--- src/rtl/level_meter_peak_hold.sv ---
// Level meter with peak hold: turns one section min/max pair into a log-scaled
// thermometer bar plus a one-hot peak marker that holds, then decays.
module level_meter_peak_hold #(
  parameter int unsigned width          = 16,
  parameter int unsigned segments       = 15,
  parameter int unsigned hold_sections  = 4,
  parameter int unsigned decay_sections = 2
) (
  input  logic                             clk,
  input  logic                             reset,
  input  logic                             i_valid,
  output logic                             i_ready,
  input  logic [width-1:0]                 i_min_value,
  input  logic [width-1:0]                 i_max_value,
  output logic [segments-1:0]              o_bar,
  output logic [segments-1:0]              o_peak,
  output logic [$clog2(segments+1)-1:0]    o_peak_level,
  output logic                             o_update
);

  localparam int unsigned LW     = $clog2(segments + 1);
  localparam int unsigned OFF    = width - 1 - segments;
  localparam int unsigned HD_MAX = (hold_sections > decay_sections) ? hold_sections : decay_sections;
  localparam int unsigned CW     = $clog2(HD_MAX + 1);

  localparam logic [CW-1:0] HOLD_C     = CW'(hold_sections);
  localparam logic [CW-1:0] DECAY_LAST = CW'(decay_sections - 1);

  typedef enum logic [1:0] {S_IDLE, S_AMP, S_LEVEL, S_UPDATE} state_t;

  state_t              r_state, w_state_next;
  logic [width-1:0]    r_min, r_max;
  logic [width-2:0]    r_amp, w_pos, w_neg;
  logic [LW-1:0]       r_level, w_level, r_peak;
  logic [CW-1:0]       r_hold, r_decay;
  logic [segments-1:0] r_bar, w_therm;
  logic                r_update;
  int unsigned         w_bitlen;

  // State register.
  always_ff @(posedge clk) begin
    if (!reset) r_state <= S_IDLE;
    else        r_state <= w_state_next;
  end

  // Next-state and handshake: one pair walks IDLE->AMP->LEVEL->UPDATE->IDLE.
  always_comb begin
    w_state_next = r_state;
    i_ready      = 1'b0;
    case (r_state)
      S_IDLE: begin
        i_ready = 1'b1;
        if (i_valid) w_state_next = S_AMP;
      end
      S_AMP:    w_state_next = S_LEVEL;
      S_LEVEL:  w_state_next = S_UPDATE;
      S_UPDATE: w_state_next = S_IDLE;
      default:  w_state_next = S_IDLE;
    endcase
  end

  // Amplitude halves: offset from midpoint above and below, as width-1 bit magnitudes.
  always_comb begin
    w_pos = r_max[width-1] ? r_max[width-2:0] : '0;
    w_neg = r_min[width-1] ? '0 : ~r_min[width-2:0];
  end

  // Bit length of the amplitude mapped onto the segment range.
  always_comb begin
    w_bitlen = 0;
    for (int unsigned i = 0; i < width - 1; i++) begin
      if (r_amp[i]) w_bitlen = i + 1;
    end
    w_level = '0;
    if (w_bitlen > OFF) w_level = LW'(w_bitlen - OFF);
  end

  // Thermometer of the registered level.
  always_comb begin
    w_therm = ~({segments{1'b1}} << r_level);
  end

  // Datapath: capture, amplitude, level, then display and peak-hold update.
  always_ff @(posedge clk) begin
    if (!reset) begin
      r_min    <= '0;
      r_max    <= '0;
      r_amp    <= '0;
      r_level  <= '0;
      r_peak   <= '0;
      r_hold   <= '0;
      r_decay  <= '0;
      r_bar    <= '0;
      r_update <= 1'b0;
    end else begin
      r_update <= 1'b0;
      case (r_state)
        S_IDLE: begin
          if (i_valid) begin
            r_min <= i_min_value;
            r_max <= i_max_value;
          end
        end
        S_AMP:   r_amp   <= (w_pos > w_neg) ? w_pos : w_neg;
        S_LEVEL: r_level <= w_level;
        S_UPDATE: begin
          r_bar    <= w_therm;
          r_update <= 1'b1;
          if (r_level >= r_peak) begin
            r_peak  <= r_level;
            r_hold  <= '0;
            r_decay <= '0;
          end else if (r_hold < HOLD_C) begin
            r_hold <= r_hold + 1'b1;
          end else if (r_decay == DECAY_LAST) begin
            r_peak  <= r_peak - 1'b1;
            r_decay <= '0;
          end else begin
            r_decay <= r_decay + 1'b1;
          end
        end
        default: ;
      endcase
    end
  end

  assign o_bar        = r_bar;
  assign o_peak_level = r_peak;
  assign o_peak       = (r_peak == '0) ? '0 : (segments'(1) << (r_peak - 1'b1));
  assign o_update     = r_update;

endmodule
--- config.mk ---
export PLATFORM = sky130hd
export DESIGN_NAME = level_meter_peak_hold
export DESIGN_NICKNAME = d
export VERILOG_FILES = /design/src/rtl/level_meter_peak_hold.sv
export SDC_FILE = /design/constraint.sdc
export NUM_CORES = 1
export LEC_CHECK = 0
export CAP_MARGIN = 0
export CORE_AREA = 3 3 80 112
export CTS_BUF_LIST = sky130_fd_sc_hd__clkbuf_8
export CTS_CLUSTER_DIAMETER = 40
export CTS_CLUSTER_SIZE = 24
export DETAILED_ROUTE_END_ITERATION = 6
export DIE_AREA = 0 0 83 115
export PLACE_DENSITY = 0.81
export SLEW_MARGIN = 20
export SYNTH_ARGS = -nofsm -noshare
export SYNTH_HDL_FRONTEND = slang
export SYNTH_SLANG_ARGS = --single-unit
--- constraint.sdc ---
create_clock -name clk -period 5.77 [get_ports clk]
set_clock_uncertainty 0.1 [all_clocks]
set_input_delay 1.4425 -clock clk [delete_from_list [all_inputs] [get_ports clk]]
set_output_delay 1.4425 -clock clk [all_outputs]
set_load 0.02 [all_outputs]
After elaboration in Yosys (flattened, before gate mapping). Cells that the tools add are included.

Shift-type cells: 2. Order comparisons: 4. Equal/unequal tests: 6. Bitwise gates (word level): 2. $add $sub $neg: 3. Reduce and logical (&&, ||, !) cells: 8. Multiplexer cells: 32.

Operators with widths (number): two-way mux 32 bit (14); two-way mux 15 bit (4); > comparator 32 x 1 -> 1 bit, second input constant (1); inverter 15 bit (2); two-way mux 4 bit (4); > comparator 15 bit (1); two-way mux 3 bit (5); left shift 1 x 4 -> 15 bit, first input constant (1); left shift 15 x 4 -> 15 bit, first input constant (1); one-hot mux 2 bit (4 select lines) (1); adder 3 x 1 -> 3 bit, second input constant (2); AND reduction 2 bit (3); equality test 2 bit, second input constant (2); >= comparator 4 bit (1); logical NOT 4 bit (1); != test 2 bit, second input constant (2); nonzero test 2 bit (2); subtractor 4 x 1 -> 4 bit, second input constant (1); equality test 3 x 1 -> 1 bit, second input constant (1); < comparator 3 bit, second input constant (1); two-way mux 1 bit (3); AND reduction 3 bit (1); equality test 2 x 1 -> 1 bit, second input constant (1); logical NOT 2 bit (1); two-way mux 2 bit (1).

Logic and storage cells: 67. Output and inout port bits: 36. Input port bits: 35. Flip-flop bits (word level): 79.

Logic depth before layout (Yosys ltp).
Depth after elaboration: 17. Gate-level depth with buffers: 13. Mapped depth without buffers: 9.

Worst setup path before layout. Ideal clock, no wire load.

Kind: reg-to-output. Start point: register r_peak[0], in the netlist o_peak_level[0]. End point: output o_peak[12]. Path buffers: 0. Arrival time: 1.677 ns. Data required time: 4.228 ns. Stages on the path, launching flop included: 6. Setup slack: 2.550 ns. Cell sequence: dfxtp_1 inv_1 ha_1 xnor2_1 or2_2 nor2_1.

Cells in the longest elaborated chain, start to end: 3. Elaborated cells between the ends (all ways): 4. Those cells by class: add/sub (1); shift (1); mux (1); reduce/logical (1).

Ends and longest elaborated chain: from (decl) (line 34) `logic [LW-1:0] r_level, w_level, r_peak;`; from (signal assigned) (line 110) `r_peak <= r_level;`; from (signal assigned) (line 116) `r_peak <= r_peak - 1'b1;`; subtractor 4 x 1 -> 4 bit (line 129) `assign o_peak = (r_peak == '0) ? '0 : (segments'(1) << (r_peak - 1'b1));`; left shift 1 x 4 -> 15 bit (line 129); two-way mux 15 bit * (line 129); to (decl) (line 16) `output logic [segments-1:0] o_peak,`.

Every way passes the cells marked *; elsewhere a longest branch is shown, timed or not.

Worst setup path after layout.
Start point: register r_peak[0], in the netlist o_peak_level[0]. End point: output o_peak[13].

The elaborated chain is that of the path after synthesis.

==> impl_metrics.py <==
metrics = {
    "routing": {
        "wirelength_mm": 8.671,
        "dr.pass1.iters": 5,
        "post_drt_wl_per_cell_um": 13.14,
        "drc": 0,
        "via_count": 3573,
        "postRouteAntennaNets": 0,
        "drtIter0Drc": 111,
        "viasPerCell": 5.414,
    },
    "final_layout": {
        "area_growth_pct": 21.89,
        "drive_above_1_share_pct": 7.706,
        "fin_area_um2": 4856,
        "diodes": 0,
        "nNetsFinal": 617,
        "fin_cells": 660,
    },
    "setup_path": {
        "cpMaxStageDelayCell": "clkdlybuf4s50_1",
        "startpoint_type": "register",
        "cp_data_required_time_ns": 4.23,
        "cp_num_cells": 6,
        "path_cells": "inv_1 > ha_1 > xnor2_1 > or2_2 > nor2_1 > clkdlybuf4s50_1",
        "worstPathArrival_ns": 2.42,
        "r2r_cells": 7,
        "path_max_fanout": 8,
        "end_kind": "output port",
        "critPathBufInv": 2,
        "max_stage_delay_ns": 0.62,
        "cpLargestDelayFamily": "buffers and inverters",
        "crit_type": "register to output port",
    },
    "logic_synthesis": {
        "synth_fp_nets": 564,
        "yosys-top-cells-area": "dfxtp_1 40%, nand2_1 9.3%, ha_1 9.1%, a21oi_1 7.5%, o21ai_0 4.3%",
        "avgSynthCellArea_um2": 7.968,
        "ys_warn_count": 0,
        "synth-seq-cells": 79,
        "yosysTopAreaCell": "dfxtp_1",
        "yosysTopAreaCellShare_pct": 39.70,
        "ys_seq_area_share_pct": 39.70,
        "postSynthCellCount": 500,
        "synth_cell_types": 47,
        "syn_area_um2": 3984,
    },
    "sta": {
        "finalMaxSlewViolations": 0,
        "max_freq_mhz": 252.4,
        "slew_headroom_pct": 32.34,
        "whs_ns": 0.3503,
        "worst_slew_pin_slew_ns": 1.015,
        "rsz0062_at_grt": "no",
        "finalCriticalPeriod_ns": 3.962,
        "finalSetupTns_ns": 0,
        "setup_viol": 0,
        "hold_viol_final": 0,
        "post-route-period-util_pct": 68.67,
    },
    "power_and_ir_drop": {
        "power_mw": 1.843,
        "switching_share_pct": 39.21,
        "ir_worst_vdd_mv": 0.2514,
        "p_leak_nw": 1.988,
        "p_comb_share_pct": 37.8,
        "p_sw_mw": 0.7225,
        "pwr-share-clk_pct": 19.6,
        "power_density_nw_per_um2": 379.4,
        "internal-power_mw": 1.120,
        "seqPwrFrac_pct": 42.6,
    },
    "worst_hold_path": {
        "hp-class": "register to register",
        "holdPathStages": 2,
    },
    "placement": {
        "port-buffer-count": 70,
        "hpwl_mm": 6.398,
        "dp.cells": 644,
        "globalplace.congestion": 0.8619,
        "place_area_um2": 4686,
    },
    "die": {
        "coreArea_um2": 8100,
        "die_width_um": 83,
        "ios": 71,
        "die_area_um2": 9545,
        "die-height_um": 115,
        "start_util_pct": 49.18,
        "rows": 39,
    },
    "clock_tree": {
        "clk_pin_slew_ns": 0.07,
        "clk_latency_ns": 0.36,
        "postCtsHoldBufs": 0,
        "post_cts_buffers": 0,
        "cts_inserted_buffers": 9,
        "h-tree-depth": 3,
        "clock-sinks": 79,
        "root_buffer": "clkbuf_8",
        "cts.repair.resized": 0,
        "cts.path.max_buffers": 2,
        "tritoncts": "built",
    },
    "run_status": {
        "outcome": "finished clean",
    },
    "global_route": {
        "grt_pass1_wl_mm": 14.59,
        "antenna_found_initial": 0,
        "grt_pass1_vias": 3429,
        "track_usage_pct": 18.39,
        "grt_max_degree": 56,
        "grt-ovfl-total": 0,
    },
    "run": {
        "cap_violations": 0,
    },
}
[flip-flops by register name, summed over array words and instances (netlist names)]
| register | cells |
|---|---|
| r_max | 16 |
| r_min | 16 |
| o_bar | 15 |
| r_amp | 15 |
| o_peak_level | 4 |
| r_level | 4 |
| r_decay | 3 |
| r_hold | 3 |
| r_state | 2 |
| o_update | 1 |
[routing by layer]
layer  global-route usage, %  wire, um
met1                   18.16      3528
met5                       0         0
met2                   34.85      4614
met4                   8.833       133
met3                   5.591       394
[through the flow]
stage          util (%)  setup slack [ns]
2_1_floorplan         -             2.550
6_report          59.95             1.808
3_3_place_gp      57.85             2.267
4_1_cts           59.95             1.789
3_5_place_dp      57.85             2.189
5_1_grt           59.95             1.619
[layout by cell type (no fill, tap or decap), drive strengths merged, types with 2 or more instances in the layout]
master / n
a221oi: 18
nand2b: 5
buf: 2
nand2: 99
a22oi: 3
nor4: 3
a31oi: 3
clkdlybuf4s50: 70
or2: 16
nor4b: 2
and2: 2
o21ai: 34
a211oi: 4
a21oi: 61
o211ai: 2
o311ai: 2
dfxtp: 79
and3: 3
mux2i: 4
nand3: 4
xnor2: 3
inv: 34
nor2: 38
ha: 29
nor3: 11
nand4: 3
clkbuf: 11
and4: 2
[synth_stat cells (all sizes together)]
cell	instances
xnor2	3
and4	2
nor2	38
nor2b	1
nor3	11
ha	29
mux2i	4
a32oi	1
o311ai	2
a211o	1
inv	29
nand3	4
a2111oi	1
o2111ai	1
nand3b	1
o31ai	1
clkbuf	25
and2	2
o41ai	1
clkinv	1
a211oi	4
o21bai	1
nor4b	2
a21oi	61
and3	3
nand2	99
o21ai	34
nand2b	5
nand4	3
o211ai	2
a22oi	3
or2	16
dfxtp	79
o21a	1
a221oi	18
a31oi	3
nor4	3
buf	5
[power by group through the flow]
stage	Sequential, mW	Clock (mW)	Combinational (mW)
after floorplan	0.752	0	0.559
final	0.785	0.361	0.697
after global placement	0.788	0	0.669
after CTS	0.783	0.368	0.701
after global routing	0.807	0.392	0.787
after detailed placement	0.795	0	0.694
[worst paths after layout]
| path | slack, ns | to | from |
|---|---|---|---|
| worst max-delay path | 1.81 | o_peak[13] | o_peak_level[0] |
| worst min-delay path | 0.35 | r_min[11] | r_min[11] |
| worst max register to register | 2.89 | r_amp[0] | r_min[15] |
| worst min register to register | 0.35 | r_min[11] | r_min[11] |
[worst register-to-register path, cell delays in order (launching register included)]
cell and delay (ns):
dfxtp_1 0.45, or2_2 0.38, ha_1 0.31, and4_1 0.30, o311ai_1 0.13, a21oi_1 0.20
and2_1 0.65, a221oi_1 0.21
[cell type report]
cell class                      count  area, um2
Clock buffer                       11      151.4
Clock inverter                      5      18.77
Fill cell                         767       3244
Inverter                           30      112.6
Multi-Input combinational cell    361       2148
Sequential cell                    79       1582
Tap cell                          102      127.6
Timing Repair Buffer               72      715.7
[kinds of logic (layout without fill, tap and decap cells)]
group,after synthesis,in the layout,synth area share (%)
flops,79,79,39.70
mux,4,4,1.005
simple gates,190,190,21.17
compound gates,135,135,21.99
fa+ha+maj,29,29,9.108
buf+inv,60,118,6.375
xor+xnor,3,3,0.6597
Note: power is estimated with default switching activity, not from simulation.
